[src/rtl/mem_arbiter.sv]
// Round-robin arbiter and burst sequencer for the shared single-port matrix buffer.
// First beat one cycle after a request is seen in IDLE; read data returns one cycle after each read beat.
module mem_arbiter #(
  parameter int DW = 8,
  parameter int AW = 3
) (
  input  logic            clk,
  input  logic            rst_n,
  input  logic [2:0]      req,
  input  logic [2:0]      req_we,
  input  logic [3*AW-1:0] req_addr,
  input  logic [3*AW-1:0] req_len,
  input  logic [3*DW-1:0] wdata_in,
  output logic [2:0]      gnt,
  output logic [2:0]      beat_ack,
  output logic [2:0]      done,
  output logic            mem_en,
  output logic            mem_we,
  output logic [AW-1:0]   mem_addr,
  output logic [DW-1:0]   mem_wdata,
  input  logic [DW-1:0]   mem_rdata,
  output logic [DW-1:0]   rdata,
  output logic [2:0]      rvalid
);

  typedef enum logic {IDLE, BUSY} state_t;

  state_t        state, state_nxt;
  logic [1:0]    owner, last_owner;
  logic [AW-1:0] addr, cnt;
  logic          we;
  logic [2:0]    arb_req;
  logic [1:0]    arb_last;
  logic [2:0]    pick;
  logic          load;

  function automatic logic [2:0] onehot(input logic [1:0] x);
    return 3'b001 << x;
  endfunction

  // Returns {found, index}; searches last+1, last+2, last (mod 3).
  function automatic logic [2:0] rr_pick(input logic [2:0] r, input logic [1:0] last);
    logic [1:0] i;
    logic [2:0] res;
    res = 3'b000;
    i   = last;
    for (int k = 0; k < 3; k++) begin
      i = (i == 2'd2) ? 2'd0 : i + 2'd1;
      if (!res[2] && r[i]) res = {1'b1, i};
    end
    return res;
  endfunction

  always_comb begin
    state_nxt = state;
    gnt       = '0;
    beat_ack  = '0;
    done      = '0;
    mem_en    = 1'b0;
    mem_we    = 1'b0;
    mem_addr  = '0;
    mem_wdata = '0;
    load      = 1'b0;
    arb_req   = req;
    arb_last  = last_owner;
    // On the last beat the current owner is excluded and becomes the new search origin.
    if (state == BUSY) begin
      arb_req  = req & ~onehot(owner);
      arb_last = owner;
    end
    pick = rr_pick(arb_req, arb_last);
    case (state)
      IDLE: begin
        if (pick[2]) begin
          state_nxt = BUSY;
          load      = 1'b1;
        end
      end
      BUSY: begin
        gnt       = onehot(owner);
        beat_ack  = onehot(owner);
        mem_en    = 1'b1;
        mem_we    = we;
        mem_addr  = addr;
        mem_wdata = we ? wdata_in[owner*DW +: DW] : '0;
        if (cnt == '0) begin
          done = onehot(owner);
          if (pick[2]) load = 1'b1;
          else         state_nxt = IDLE;
        end
      end
    endcase
  end

  always_ff @(posedge clk) begin
    if (!rst_n) begin
      state      <= IDLE;
      owner      <= 2'd0;
      last_owner <= 2'd2;
      addr       <= '0;
      cnt        <= '0;
      we         <= 1'b0;
      rvalid     <= '0;
    end else begin
      state  <= state_nxt;
      rvalid <= (state == BUSY && !we) ? onehot(owner) : 3'b000;
      if (state == BUSY) begin
        addr <= addr + AW'(1);
        cnt  <= cnt - AW'(1);
        if (cnt == '0) last_owner <= owner;
      end
      if (load) begin
        owner <= pick[1:0];
        addr  <= req_addr[pick[1:0]*AW +: AW];
        cnt   <= req_len[pick[1:0]*AW +: AW];
        we    <= req_we[pick[1:0]];
      end
    end
  end

  assign rdata = mem_rdata;

endmodule

[config.mk]
export PLATFORM = sky130hd
export DESIGN_NAME = mem_arbiter
export DESIGN_NICKNAME = d
export VERILOG_FILES = /design/src/rtl/mem_arbiter.sv
export SDC_FILE = /design/constraint.sdc
export NUM_CORES = 1
export LEC_CHECK = 0
export ABC_AREA = 1
export CORE_ASPECT_RATIO = 0.6
export CORE_UTILIZATION = 34
export CTS_CLUSTER_DIAMETER = 50
export DETAILED_ROUTE_END_ITERATION = 16
export GPL_TIMING_DRIVEN = 0
export PLACE_DENSITY = 0.78
export SLEW_MARGIN = 20
export SYNTH_ARGS = -nofsm -noshare
export SYNTH_HDL_FRONTEND = slang
export SYNTH_SLANG_ARGS = --single-unit
[constraint.sdc]
create_clock -name clk -period 1.7 [get_ports clk]
set_input_delay 0.255 -clock clk [delete_from_list [all_inputs] [get_ports clk]]
set_output_delay 0.255 -clock clk [all_outputs]
set_load 0.02 [all_outputs]
; After elaboration in Yosys (flattened, before gate mapping)
; Index checks and enable logic that the tools add are counted.
[op_classes]
bitwise_logic = 3
n_eq_ne = 3
n_reduce_logical = 10
add_sub_neg = 5
mux = 33
multipliers = 1
magnitude_cmp = 4
n_shift = 4
[op_table]
columns = op, count
row1 = 3-bit 2-to-1 mux, 12
row2 = 24-bit by 6-bit indexed part select with 8-bit output, 1
row3 = 9-bit by 5-bit indexed part select with 3-bit output, 2
row4 = 8-bit 2-to-1 mux, 2
row5 = 2-bit by 3-bit < comparator with 1-bit output (second input constant), 4
row6 = 1-bit 2-to-1 mux, 9
row7 = 1-bit binary-select mux with 2-bit select, 4
row8 = 2-bit 2-to-1 mux, 4
row9 = 2-bit by 1-bit adder with 2-bit output (second input constant), 3
row10 = 2-bit == test (second input constant), 3
row11 = 2-bit by 2-bit multiplier with 4-bit output (second input constant), 1
row12 = 1-bit one-hot mux with 2 select lines, 2
row13 = 2-bit AND reduction, 2
row14 = 3-bit by 1-bit adder with 3-bit output (second input constant), 1
row15 = 3-bit bitwise AND, 1
row16 = 1-bit logical AND, 3
row17 = 1-bit zero test, 3
row18 = 3-bit zero test, 1
row19 = 3-bit inverter, 1
row20 = 1-bit by 2-bit left shift with 3-bit output (first input constant), 1
row21 = 3-bit by 1-bit subtractor with 3-bit output (second input constant), 1
row22 = 2-bit nonzero test, 1
row23 = 1-bit inverter, 1
[totals]
out_inout_bits = 33
register_bits = 15
elab_cells = 70
inputBits = 58

; Logic depth before layout (Yosys ltp)
; Gate-level depths: netlist of run 1.
[depth]
ltp_word = 17
depth_mapped = 16
ltp_nobuf = 16

; Least setup slack after synthesis of run 1
; Ideal clock, no wire load.
[synth_path]
kind = reg-to-reg
start = reg state
end = reg cnt[2]
synth_period_minus_slack_ns = 1.936
stages_incl_launch_ff = 15
path_buffers = 1
arrival_time_ns = 1.814
slack_ns = -0.236
path_cell_list = dfxtp_1 inv_2 nand2_1 nand2_2 nor2_2 nand2_1 nand3_2 nand2_2 inv_2 nand2_2 nand2_4 inv_2 buf_4 o31ai_2 a21oi_1
[synth_via]
elab_chain_len = 16
word_cells_on_any_way = 32
cone_classes = add/sub: 3 / mul: 1 / eq/ne: 3 / shift: 1 / mux: 18 / bitwise: 1 / reduce/logical: 5
[synth_rtl]
columns = element, line_no
row1 = from (decl), 28  ; state_t state, state_nxt;
row2 = from (signal assigned), 105  ; state <= state_nxt;
row3 = branches (longest 16 deep; another with 2-bit by 2-bit multiplier with 4-bit output), --
row4 = to (signal assigned), 109  ; cnt <= cnt - AW'(1);
row5 = to (signal assigned), 115  ; cnt <= req_len[pick[1:0]*AW +: AW];
row6 = to (decl), 30  ; logic [AW-1:0] addr, cnt;
; Parallel ways; which one is timed is not known. The select of a mux whose other input is x is not followed.
; A chain may end at the register's enable or synchronous reset.

; Final worst setup path of run 1
[layout_path]
start = reg state
end = reg cnt[1]
; The elaborated chain is that of the path after synthesis.

==> results of run 1 <==
[synth_stat cells]
cell,count
nand2_1,77
inv_1,41
nor2_1,24
nand3_1,21
dfxtp_1,15
buf_4,13
o211ai_1,11
a21oi_1,9
nand2_2,7
inv_2,6
ha_1,3
nand3_2,3
nand4_1,3
o21ai_0,3
buf_2,2
nand3b_1,2
nor2_2,2
nor2_4,2
xor2_1,2
a31oi_1,1
clkbuf_1,1
clkinv_1,1
nand2_4,1
o21ai_2,1
o21ai_4,1
o31ai_2,1
[layout by cell type (no fill, tap or decap), types with 4 or more instances in the layout]
| cell | netlist | routed |
|---|---|---|
| clkdlybuf4s50_1 | 0 | 60 |
| nand2_1 | 77 | 56 |
| inv_1 | 41 | 37 |
| buf_4 | 13 | 34 |
| nand3_1 | 21 | 17 |
| nor2_1 | 24 | 17 |
| buf_6 | 0 | 14 |
| nand2_2 | 7 | 14 |
| nand2_4 | 1 | 13 |
| dfxtp_1 | 15 | 12 |
| o211ai_1 | 11 | 11 |
| nor2_4 | 2 | 10 |
| dlygate4sd2_1 | 0 | 10 |
| a21oi_1 | 9 | 8 |
| inv_2 | 6 | 5 |
| nand3_2 | 3 | 5 |
| buf_2 | 2 | 4 |
[flip-flops by register name (all words and copies together), names as in the netlist]
| signal | flops |
|---|---|
| addr | 3 |
| rvalid | 3 |
| cnt | 3 |
| owner | 2 |
| we | 1 |
| last_owner | 2 |
| state | 1 |
[worst max-delay path by stage]
stage / start / endpoint / slack, ps / cells past startpoint
3_3_place_gp: owner[1] / mem_wdata[1] / -410 / 8
3_5_place_dp: owner[1] / mem_wdata[3] / -430 / 8
4_1_cts: state / addr[2] / -180 / 12
2_1_floorplan: owner[1] / cnt[2] / -8 / 14
5_1_grt: state / cnt[1] / -270 / 14
6_report: state / cnt[1] / -180 / 11
[cell type report]
cell class | count | area share (%)
clock buffer | 4 | 1.53
inverter | 48 | 6.76
sequential | 15 | 10.5
multi-input combinational | 176 | 38.7
timing repair buffer | 110 | 35.2
tap | 60 | 2.55
buffer | 16 | 4.72
[power by group through the flow]
stage	clock network, W	registers, W	logic [W]
5_1_grt	0.000301	0.000618	0.00407
3_3_place_gp	0	0.000580	0.00255
3_5_place_dp	0	0.000585	0.00260
6_report	0.000280	0.000610	0.00375
4_1_cts	0.000282	0.000605	0.00329
2_1_floorplan	0	0.000585	0.00185
[logic make-up after synthesis]
family                     synth area share, %
AOI/OAI and AO/OA                         12.7
xor gates and xnor gates                  1.19
adders and majority gates                 2.55
buffers and inverters                     19.8
DFF                                       20.4
and+or+nand+nor                           43.4
[stage by stage]
stage                     power (W)  util [%]  hold slack, ps  cell area (um^2)
after detailed placement    0.00319      59.0             465              2430
after global routing        0.00499      71.4             482              2940
final                       0.00464      71.4             428              2940
after CTS                   0.00417      67.0             407              2760
after floorplan             0.00244         -             452              1550
after global placement      0.00313      59.0             467              2430
[critical path, delay by kind of cell (launching register included)]
| kind | cells | cell delay, ps |
|---|---|---|
| flip-flops | 1 | 430 |
| AND/OR/NAND/NOR | 5 | 420 |
| buffers and inverters | 3 | 400 |
| AO/OA/AOI/OAI | 3 | 490 |
[per-layer routing]
metal	GRT usage, %	part of all wire [%]	vias up
met5	0	0	-
met4	0.833	0.11	0
met3	4.06	6.0	2
met2	36.7	47	61
met1	30.9	47	916
li1	-	-	1010
[repair_timing]
action                                  CTS  global route
gates cloned                              4             1
buffers inserted                         18             8
pin swaps                                20            26
resized for setup                        94            48
endpoints found under the setup margin   30            19
==> impl_metrics.csv, run 1 <==
group,metric,value,unit
status,outcome,"complete, but fails checks",
status,violations,"negative setup slack",
routing,vias,1989,
placed_design,placed_cells,394,
finish,fin_nets,431,
synthesis,yosys.area.top_type,"dfxtp_1",
critical_path,reg2reg_depth,11,
synthesis,yosysWarningCount,0,
timing,maxSlewViolCount,0,
routing,first_pass_iters,4,
die,die_width,86.9,um
power_and_ir_drop,combPwrFrac,80.8,%
clock_network,clkSlewWorstSetupHoldPaths,60,ps
clock_network,root_buffer,"clkbuf_8",
die,pin_count,91,
routing,via_per_inst,4.64,
finish,nFillCells,347,
synthesis,syn-num-nets,314,
global_route,grt_max_degree,11,
synthesis,ys_ff_latch,15,
clock_network,cts.path.max_buffers,2,
critical_path,timing.reg2reg.setup_slack,-180,ps
power_and_ir_drop,power.share.switching,50.1,%
synthesis,syn_area_per_cell,5.82,um^2
clock_network,cts_tree,"done",
critical_path,crit_type,"reg2reg",
power_and_ir_drop,p_per_area,1580,nW/um^2
synthesis,synth_area_leaders,"dfxtp_1 (20%), nand2_1 (20%), inv_1 (10%)",
die,rows,18,
worst_hold_path,min_from,"rst_n",
worst_hold_path,hold_depth,2,
finish,syn2layout_area_growth,100,%
placed_design,dpl.hpwl,3510,um
finish,antennaDiodeCount,0,
timing,fin_crit,1880,ps
timing,tns,-1340,ps
finish,fin_cells,429,
finish,multi_input_area,1140,um^2
critical_path,slowest_stage,"dfxtp_4",
power_and_ir_drop,clkPwrFrac,6.0,%
critical_path,startpoint_type,"register",
power_and_ir_drop,internal_power,0.00231,W
timing,setup_violations,10,
critical_path,critPathMaxStageDelay,430,ps
routing,routedWlPerCell,12.5,um
timing,tightest_slew,468,ps
critical_path,cp-end-kind,"register",
run,cap_violations,0,
power_and_ir_drop,seqPwrFrac,13.2,%
clock_network,cts_buffers,3,
power_and_ir_drop,switching_power,0.00232,W
clock_network,postCtsHoldBufs,0,
power_and_ir_drop,max-vdd-ir-drop,0.882,mV
clock_network,cts.sinks,15,
placed_design,pre_cts_ws,-428,ps
clock_network,clk_latency,240,ps
clock_network,cts_max_level,1,
routing,postRouteAntennaNets,0,
timing,relSlewSlack,68.8,%
global_route,grtUsageTotal,22.0,%
routing,wl,5370,um
placed_design,io_buffers,81,
synthesis,syn_inst,253,
die,core,4120,um^2
die,dieHeight,53.0,um
die,dieArea,4600,um^2
timing,finalHoldViolations,0,
die,initial_core_util,35.7,%
synthesis,syn_area,1470,um^2
worst_hold_path,min_to,"last_owner[1]",
routing,drc,0,
timing,min_period_over_period,110,%
global_route,gr-total-overflow,0,
global_route,grt_pass1_vias,1664,
routing,dr.first_iter.drc_count,57,
timing,worst_slack,-177,ps
global_route,antenna_found_initial,0,
critical_path,path_cells,"nand2_4, o21ai_4, inv_1, nor2_4, nor2_4, nand4_1, buf_4, nand2_4, buf_6, o211ai_1, a21oi_1",
critical_path,r2r-end,"cnt[1]",
finish,drive_gt1_share,34.1,%
worst_hold_path,min_path_type,"in2reg",
placed_design,gpl.final_weighted_congestion,0.790,
timing,rsz0062_at_grt,"yes",
critical_path,r2r_start,"state",
synthesis,synth-seq-area-share,20.4,%
critical_path,worstPathRequired,1820,ps
power_and_ir_drop,leakagePower,1.52,nW
global_route,grt_pass1_wl,7800,um
timing,max_freq,0.533,GHz
timing,skew,1.09,ps
synthesis,synth_top_cell_area_share,20.4,%
critical_path,cp_max_fo,6,
synthesis,yosysUniqueCellTypes,26,
critical_path,critPathArrivalTime,2000,ps
finish,regArea,309,um^2
(Power assumes the default switching activity.)
==> run 2: changes to the inputs <==
- CORE_UTILIZATION: 34 -> 33
- PLACE_DENSITY: 0.78 -> 0.76
- SKIP_LAST_GASP: default -> 1
==> run 2 against run 1 <==
Against the previous run:
- the flow still finishes with violations (negative setup slack)
- die area up 2.9%
- worst hold slack worse by 24 ps
- clock skew about the same
- setup slack worse by 28 ps
- register-to-register slack worse by 30 ps
- critical path depth up 3
- sequential power about the same
- total power down 2.5%
- critical path type unchanged
- largest power group unchanged
==> impl_metrics.csv, run 2 (synthesis gave the netlist of run 1 again) <==
group,metric,value,unit
status,outcome,"complete, but fails checks",
status,violations,"negative setup slack",
routing,via_per_inst,4.62,
power_and_ir_drop,max-vdd-ir-drop,0.823,mV
timing,tightest_slew,419,ps
finish,antennaDiodeCount,0,
critical_path,r2r_start,"owner[1]",
clock_network,cts.path.max_buffers,2,
power_and_ir_drop,leakagePower,1.51,nW
global_route,grt_pass1_wl,8510,um
routing,first_pass_iters,4,
routing,wl,5590,um
power_and_ir_drop,p_per_area,1540,nW/um^2
die,pin_count,91,
die,dieHeight,53.7,um
finish,regArea,309,um^2
critical_path,worstPathRequired,1890,ps
critical_path,reg2reg_depth,14,
routing,dr.first_iter.drc_count,58,
clock_network,cts_max_level,1,
timing,setup_violations,15,
finish,utilization,70.0,%
placed_design,pre_cts_ws,-473,ps
power_and_ir_drop,internal_power,0.00224,W
routing,routedWlPerCell,13.1,um
finish,fin_cells,427,
placed_design,dpl.hpwl,3800,um
global_route,grt_max_degree,11,
critical_path,crit_type,"reg2reg",
timing,min_period_over_period,112,%
clock_network,cts.sinks,15,
finish,reg_top3,"addr: 3 flops, cnt: 3 flops, rvalid: 3 flops",
timing,worst_slack,-205,ps
clock_network,clk_latency,250,ps
finish,final_common_cell,"clkdlybuf4s50_1",
finish,syn2layout_area_growth,99.1,%
run,cap_violations,0,
die,dieArea,4740,um^2
timing,rsz0062_at_grt,"yes",
clock_network,postCtsHoldBufs,0,
worst_hold_path,min_from,"rst_n",
global_route,gr-total-overflow,0,
die,die_width,88.2,um
global_route,grt_pass1_vias,1847,
timing,fin_crit,1900,ps
clock_network,cts_tree,"done",
placed_design,gpl.final_weighted_congestion,0.801,
critical_path,cp_max_fo,8,
power_and_ir_drop,power,0.00452,W
critical_path,timing.reg2reg.setup_slack,-200,ps
die,rows,18,
critical_path,startpoint_type,"register",
die,core,4190,um^2
power_and_ir_drop,switching_power,0.00229,W
finish,fin_nets,429,
critical_path,cp-end-kind,"register",
finish,postLayoutCellArea,2930,um^2
die,initial_core_util,35.1,%
finish,nFillCells,351,
power_and_ir_drop,clkPwrFrac,6.4,%
worst_hold_path,hold_depth,2,
power_and_ir_drop,seqPwrFrac,13.5,%
placed_design,placed_cells,394,
worst_hold_path,min_path_type,"in2reg",
finish,mostFrequentLayoutCells,"clkdlybuf4s50_1 (60), nand2_1 (55), inv_1 (36)",
placed_design,placed_cell_area,2430,um^2
timing,maxSlewViolCount,0,
timing,relSlewSlack,72.0,%
routing,drc,0,
power_and_ir_drop,combPwrFrac,80.1,%
routing,vias,1972,
global_route,grtUsageTotal,23.4,%
placed_design,io_buffers,81,
power_and_ir_drop,power.share.switching,50.5,%
critical_path,critPathArrivalTime,2090,ps
global_route,antenna_found_initial,0,
clock_network,cts_buffers,3,
finish,multi_input_area,1150,um^2
finish,drive_gt1_share,36.0,%
worst_hold_path,min_to,"last_owner[1]",
timing,skew,1.25,ps
clock_network,root_buffer,"clkbuf_8",
critical_path,r2r-end,"addr[0]",
routing,postRouteAntennaNets,0,
timing,finalHoldViolations,0,
timing,max_freq,0.525,GHz
clock_network,clkSlewWorstSetupHoldPaths,60,ps
==> run 2: power groups by stage <==
stage	logic, W	registers, W	clock network [W]
detailed placement	0.00262	0.000585	0
finish	0.00362	0.000611	0.000290
global placement	0.00256	0.000579	0
floorplan	0.00185	0.000585	0
global route	0.00394	0.000624	0.000309
CTS	0.00330	0.000603	0.000292
==> run 2: critical path, stage by stage (launching register included) <==
cell and delay (ps):
dfxtp_2 340, buf_12 140, nand2_4 70, nand2_8 100, inv_6 50, nand2_2 80, nor2_4 50, nor2_4 130
nand4_1 230, buf_4 210, nand3b_1 80, nand3_1 80, nand2_1 80, nand2_1 80, nor2_2 100
==> run 2: metrics by stage <==
step	TNS [ps]	hold WS, ps
6_report	-1630	404
5_1_grt	-3110	436
4_1_cts	-1460	397
3_5_place_dp	-7730	488
3_3_place_gp	-6760	467
2_1_floorplan	-7.60	452
==> run 2: cell type report <==
cell class	count	share of cell area, %
multi-input combinational	177	39.4
timing repair buffer	107	34.1
sequential	15	10.5
inverter	48	6.96
buffer	16	4.91
tap	60	2.56
clock buffer	4	1.54
==> run 2: how the worst max path moves through the flow <==
stage             start           end  depth (start not counted)
6_report       owner[1]       addr[0]                         14
3_3_place_gp   owner[1]  mem_wdata[3]                          8
4_1_cts        owner[1]       addr[0]                         14
2_1_floorplan  owner[1]        cnt[2]                         14
5_1_grt        owner[1]        cnt[2]                         13
3_5_place_dp   owner[1]  mem_wdata[5]                          8
==> run 2: timing repair <==
action,4_1_cts,5_1_grt
buffers inserted,22,3
pin swaps,22,12
endpoints found under the setup margin,30,22
gates resized for setup,93,56
cloned,4,0
==> run 2: routing by layer <==
layer	global-route usage, %	part of all wire (%)	vias up
met2	40.0	48	60
met3	5.06	5.9	4
met4	1.88	0.34	0
met1	31.7	46	892
met5	0	0	-
li1	-	-	1016
